==> config.mk <==
export PLATFORM = sky130hd
export DESIGN_NAME = seg7_scan_ctrl
export DESIGN_NICKNAME = d
export VERILOG_FILES = /design/src/rtl/seg7_scan_ctrl.sv
export SDC_FILE = /design/constraint.sdc
export NUM_CORES = 1
export LEC_CHECK = 0
export BUFFER_PORTS_ARGS = -buffer_cell sky130_fd_sc_hd__buf_2
export CAP_MARGIN = 10
export CORE_MARGIN = 2
export CORE_UTILIZATION = 45
export DETAILED_ROUTE_END_ITERATION = 6
export GPL_ROUTABILITY_DRIVEN = 0
export PLACE_DENSITY = 0.69
export SETUP_SLACK_MARGIN = 0.3
export SLEW_MARGIN = 20
export SYNTH_ARGS = -nofsm -noshare
export SYNTH_HDL_FRONTEND = slang
export SYNTH_SLANG_ARGS = --single-unit
==> constraint.sdc <==
create_clock -name clk -period 2.3 [get_ports clk]
set_input_delay 0.69 -clock clk [delete_from_list [all_inputs] [get_ports clk]]
set_output_delay 0.69 -clock clk [all_outputs]
set_load 0.02 [all_outputs]
==> src/rtl/seg7_scan_ctrl.sv <==
// Four-digit multiplexed 7-segment scan controller with per-slot blanking,
// frame-based PWM brightness, frame-synchronous shadow update and optional blink.
// Optional feature macro: SEG7_BLINK_EN (blink counter, blink_phase, blink_mask honoured).
module seg7_scan_ctrl #(
    parameter int unsigned SCAN_DIV     = 1024,
    parameter int unsigned BLANK_CYC    = 64,
    parameter int unsigned BLINK_FRAMES = 128
) (
    input  logic       clk,
    input  logic       rst,
    input  logic [3:0] in0,
    input  logic [3:0] in1,
    input  logic [3:0] in2,
    input  logic [3:0] in3,
    input  logic       upd_req,
    output logic       upd_ack,
    input  logic [2:0] duty,
    input  logic [3:0] blink_mask,
    output logic [3:0] seg7_selected,
    output logic [3:0] seg7outvalue,
    output logic       frame_start
);

    localparam int unsigned      CNT_W     = $clog2(SCAN_DIV);
    localparam logic [CNT_W-1:0] CNT_LAST  = CNT_W'(SCAN_DIV - 1);
    localparam logic [CNT_W-1:0] BLANK_END = CNT_W'(BLANK_CYC);

    logic [CNT_W-1:0] slot_cnt_q, slot_cnt_d;
    logic [1:0]       slot_q, slot_d;
    logic [2:0]       frame_cnt_q, frame_cnt_d;
    logic [3:0][3:0]  shadow_q;
    logic [2:0]       duty_q;
    logic             frame_end;
    logic             blink_off;
    logic             lit;

    // Last cycle of slot 3: the only edge where frames roll over and shadows may load
    assign frame_end = (slot_q == 2'd3) && (slot_cnt_q == CNT_LAST);
    assign upd_ack   = frame_end && upd_req && !rst;

    // Next-state for the scan position counters
    always_comb begin
        slot_cnt_d  = slot_cnt_q + CNT_W'(1);
        slot_d      = slot_q;
        frame_cnt_d = frame_cnt_q;
        if (slot_cnt_q == CNT_LAST) begin
            slot_cnt_d = '0;
            slot_d     = slot_q + 2'd1;
            if (slot_q == 2'd3) begin
                frame_cnt_d = frame_cnt_q + 3'd1;
            end
        end
    end

    // Scan position, shadow registers and live-sampled brightness
    always_ff @(posedge clk) begin
        if (rst) begin
            slot_cnt_q  <= '0;
            slot_q      <= '0;
            frame_cnt_q <= '0;
            shadow_q    <= '0;
        end else begin
            slot_cnt_q  <= slot_cnt_d;
            slot_q      <= slot_d;
            frame_cnt_q <= frame_cnt_d;
            if (upd_ack) begin
                shadow_q <= {in3, in2, in1, in0};
            end
        end
        duty_q <= duty;
    end

`ifdef SEG7_BLINK_EN
    localparam int unsigned      BLK_W    = (BLINK_FRAMES > 1) ? $clog2(BLINK_FRAMES) : 1;
    localparam logic [BLK_W-1:0] BLK_LAST = BLK_W'(BLINK_FRAMES - 1);

    logic [BLK_W-1:0] blink_cnt_q, blink_cnt_d;
    logic             blink_phase_q, blink_phase_d;
    logic [3:0]       blink_mask_q;

    // Blink phase flips after every BLINK_FRAMES frame boundaries
    always_comb begin
        blink_cnt_d   = blink_cnt_q;
        blink_phase_d = blink_phase_q;
        if (frame_end) begin
            if (blink_cnt_q == BLK_LAST) begin
                blink_cnt_d   = '0;
                blink_phase_d = ~blink_phase_q;
            end else begin
                blink_cnt_d = blink_cnt_q + BLK_W'(1);
            end
        end
    end

    // Blink state registers; mask is sampled live like duty
    always_ff @(posedge clk) begin
        if (rst) begin
            blink_cnt_q   <= '0;
            blink_phase_q <= 1'b0;
        end else begin
            blink_cnt_q   <= blink_cnt_d;
            blink_phase_q <= blink_phase_d;
        end
        blink_mask_q <= blink_mask;
    end

    assign blink_off = blink_phase_q & blink_mask_q[slot_q];
`else
    logic unused_blink_mask;
    assign unused_blink_mask = ^blink_mask;
    assign blink_off         = 1'b0;
`endif

    // Display decode uses registered state only, so no input reaches the pins
    assign lit           = (slot_cnt_q >= BLANK_END) && (frame_cnt_q <= duty_q) && !blink_off;
    assign seg7_selected = lit ? ~(4'b0001 << slot_q) : 4'b1111;
    assign seg7outvalue  = lit ? shadow_q[slot_q] : 4'd0;
    assign frame_start   = (slot_q == 2'd0) && (slot_cnt_q == '0);

endmodule

==> summary.md <==
| Metric | Value |
|---|---|
| Reg2reg path depth | `6` |
| PD cells | `462 nW/µm²` |
| Worst-path fanout max | `8` |
| Hold Crit Start | `duty[2]` |
| Synth unique cells | `32` |
| Power share of the sequential group | `59.8%` |
| Clock sink count | `34` |
| Top sig layer | `met4` |
| Hold depth | `1` |
| Met1 wire length | `1.57 mm` |
| Fin Clk Skew | `11.0 ps` |
| Proportion of layout cells with a drive suffix above 1 | `38.3%` |
| Failing checks | `negative setup slack` |
| Die H | `64.5 µm` |
| Mapped Cells | `178` |
| # IOs | `36` |
| Clock Power Share | `32.4%` |
| Ys async rst share | `0%` |
| Synthesized Nets | `214` |
| Worst slack, placed | `93.7 ps` |
| VDD IR max | `0.000396 V` |
| Adder-cell area share of the yosys netlist | `7.59%` |
| # rows | `21` |
| Met2 Wirelength | `1.78 mm` |
| Nets | `259` |
| Sw frac | `22.7%` |
| #FFs+latches synth | `34` |
| CP required | `1610 ps` |
| Wirelength per Cell | `13.1 µm` |
| Simple-gate share of the synthesized area | `26.7%` |
| Met3 WL | `129 µm` |
| Hold Path End | `duty_q[2]$_DFF_P_` |
| Fin. max-slew vios | `0` |
| Final Setup Violations | `8` |
| Longest Clk Path Bufs | `2` |
| Most frequent cell after synthesis | `dfxtp_1` |
| Synth cell count leaders | `dfxtp_1 (34), nand2_1 (23), nand2b_1 (17)` |
| Slew headroom | `70.7%` |
| Die ar. | `4160 µm²` |
| Pin count of the biggest net entering global routing | `33` |
| Int Power | `0.771 mW` |
| 1st-iter DRT viols | `78` |
| Number of global-route vias before repair | `1334` |
| Top post-synthesis cells by area | `dfxtp_1 (41%), ha_1 (7.6%), nand2b_1 (6.5%), mux4_2 (5.5%), nand2_1 (5.2%)` |
| PortBufs | `31` |
| Hpwl dp | `2.35 mm` |
| RSZ-0062 raised after global routing | `yes` |
| Root Driver | `clkbuf_4` |
| GR Util All Layers | `19.4%` |
| Ys flop type | `dfxtp_1` |
| Worst-Skew Late Latency | `330 ps` |
| Worst r2r src | `slot_cnt_q[0]$_SDFF_PP0_` |
| Static Leak | `0.865 nW` |
| RR Endpoint | `shadow_q[6]$_SDFFE_PP0P_` |
| CTS tree | `built` |
| Final period util | `106%` |
| Initial antenna violation count | `0` |
| Synthesis warning total | `0` |
| CTS buffer count | `5` |
| Grt ovf | `0` |
| DRC Markers | `0` |
| Mux contribution to synthesized area | `6.68%` |
| Hold crit path type | `primary input to flip-flop` |
| Mapped Avg Cell Area | `9.26 µm²` |
| Ant diodes | `0` |
| Synthesis-to-layout area growth | `31.1%` |
| Crit path time final | `2430 ps` |
| Hold violation count in the final report | `0` |
| Mapped Area | `1650 µm²` |
| NetSw | `0.227 mW` |
| Status | `finished with violations` |
| DR vias/cell | `4.99` |
| First drt pass iteration count | `4` |
| Compound-Gate Fraction of Synth Area | `7.74%` |
| Combinational fraction of design power | `7.8%` |
| Register area share after synthesis | `41.3%` |
| Worst slew pin tran | `437 ps` |
| Max Clk Rate | `411 MHz` |
| Flop2flop setup slack | `620 ps` |
| Worst Path Arrival | `1740 ps` |
| Starting Density | `48.2%` |
| Synth top area share | `41.3%` |
| Antenna Nets Post-Route | `0` |
| CORE AREA | `3420 µm²` |
| H-tree depth | `2` |
| Vias | `1337` |
| Area leader, netlist | `dfxtp_1` |
| Die X | `64.5 µm` |
| Routed wire length | `3.50 mm` |
| Post-Synth XOR/XNOR Area | `4.78%` |
| Worst Setup End Kind | `output pin` |
| Startpoint types | `flip-flop` |
| Final Util | `63.3%` |
| Largest family of logic cells by synthesized area | `simple AND/OR/NAND/NOR gates` |
| Critical path class | `flip-flop to output pin` |
| Final WS setup | `-133 ps` |
| Max cap viols | `0` |
| Post-synth EDFFs | `0` |
| Reg clk slew, reported paths | `100 ps` |
| First-pass GRT wire length | `6.11 mm` |
metal layers:
| layer | global-route usage [%] | vias to the layer above |
|---|---|---|
| met5 | 0 | - |
| met2 | 32.6 | 22 |
| met3 | 5.90 | 2 |
| met1 | 24.1 | 628 |
| li1 | - | 685 |
| met4 | 5.59 | 0 |
worst max-delay path by stage:
stage | cells after the start | to | start
3_5_place_dp | 7 | seg7outvalue[1] | frame_cnt_q[0]$_SDFFE_PP0P_
4_1_cts | 7 | seg7outvalue[1] | duty_q[1]$_DFF_P_
2_1_floorplan | 4 | upd_ack | slot_cnt_q[0]$_SDFF_PP0_
5_1_grt | 7 | seg7outvalue[1] | duty_q[1]$_DFF_P_
6_report | 7 | seg7outvalue[1] | duty_q[1]$_DFF_P_
3_3_place_gp | 6 | seg7outvalue[1] | frame_cnt_q[1]$_SDFFE_PP0P_
layout make-up:
type	instances	area, µm²
fill	282	1250
inverter	11	41.3
multi-input combinational	126	968
clock buffer	6	51.3
sequential	34	712
timing repair buffer	45	330
tap	46	57.6
per-stage QoR:
stage	instances	hold slack [ps]	power, mW	setup TNS, ps	instance area, µm²
floorplan	178	439	0.650	0	1680
global placement	255	451	0.677	0	1890
detailed placement	255	458	0.680	0	1890
CTS	268	442	1.01	-1120	2150
global route	268	431	1.04	-1670	2160
finish	268	455	0.998	-893	2160
power groups by stage:
stage,registers [mW],logic [mW],clock network [mW]
5_1_grt,0.598,0.0868,0.360
2_1_floorplan,0.617,0.0330,0
3_5_place_dp,0.618,0.0617,0
4_1_cts,0.598,0.0781,0.335
6_report,0.596,0.0777,0.324
3_3_place_gp,0.618,0.0590,0
kinds of logic (layout without fill, tap and decap cells):
group / count (synthesis) / after routing
adder cells (fa/ha/maj): 10 / 10
multiplexers: 6 / 6
AO/OA/AOI/OAI: 24 / 24
buffers and inverters: 18 / 62
AND/OR/NAND/NOR: 77 / 77
XOR/XNOR: 9 / 9
flip-flops: 34 / 34
worst max-delay path, cell delays in order, from the launching register on:
cell and delay (ps):
dfxtp_2 330, inv_2 40, ha_4 230, a211o_1 270
a21oi_2 140, buf_6 150, and2_4 150, buf_6 110
cells in the final DEF, fill, tap and decap left out, types with 9 or more instances in the layout:
| master | instances |
|---|---|
| nand2_1 | 23 |
| o21ai_0 | 14 |
| nand2b_1 | 17 |
| inv_1 | 9 |
| buf_2 | 21 |
| buf_6 | 12 |
| nor2_1 | 10 |
| dfxtp_1 | 23 |
| buf_4 | 12 |
state kept, by name, indices dropped and copies added, names as in the netlist:
name	count
slot_q	2
frame_cnt_q	3
shadow_q	16
duty_q	3
slot_cnt_q	10
what timing repair did:
item | CTS | global route
hold buffers | 0 | 0
setup endpoints to repair | 10 | 10
pin swaps | 9 | 2
buffers inserted | 7 | 0
gates resized for setup | 49 | 2
No activity file was read; power rests on OpenSTA's default activity.
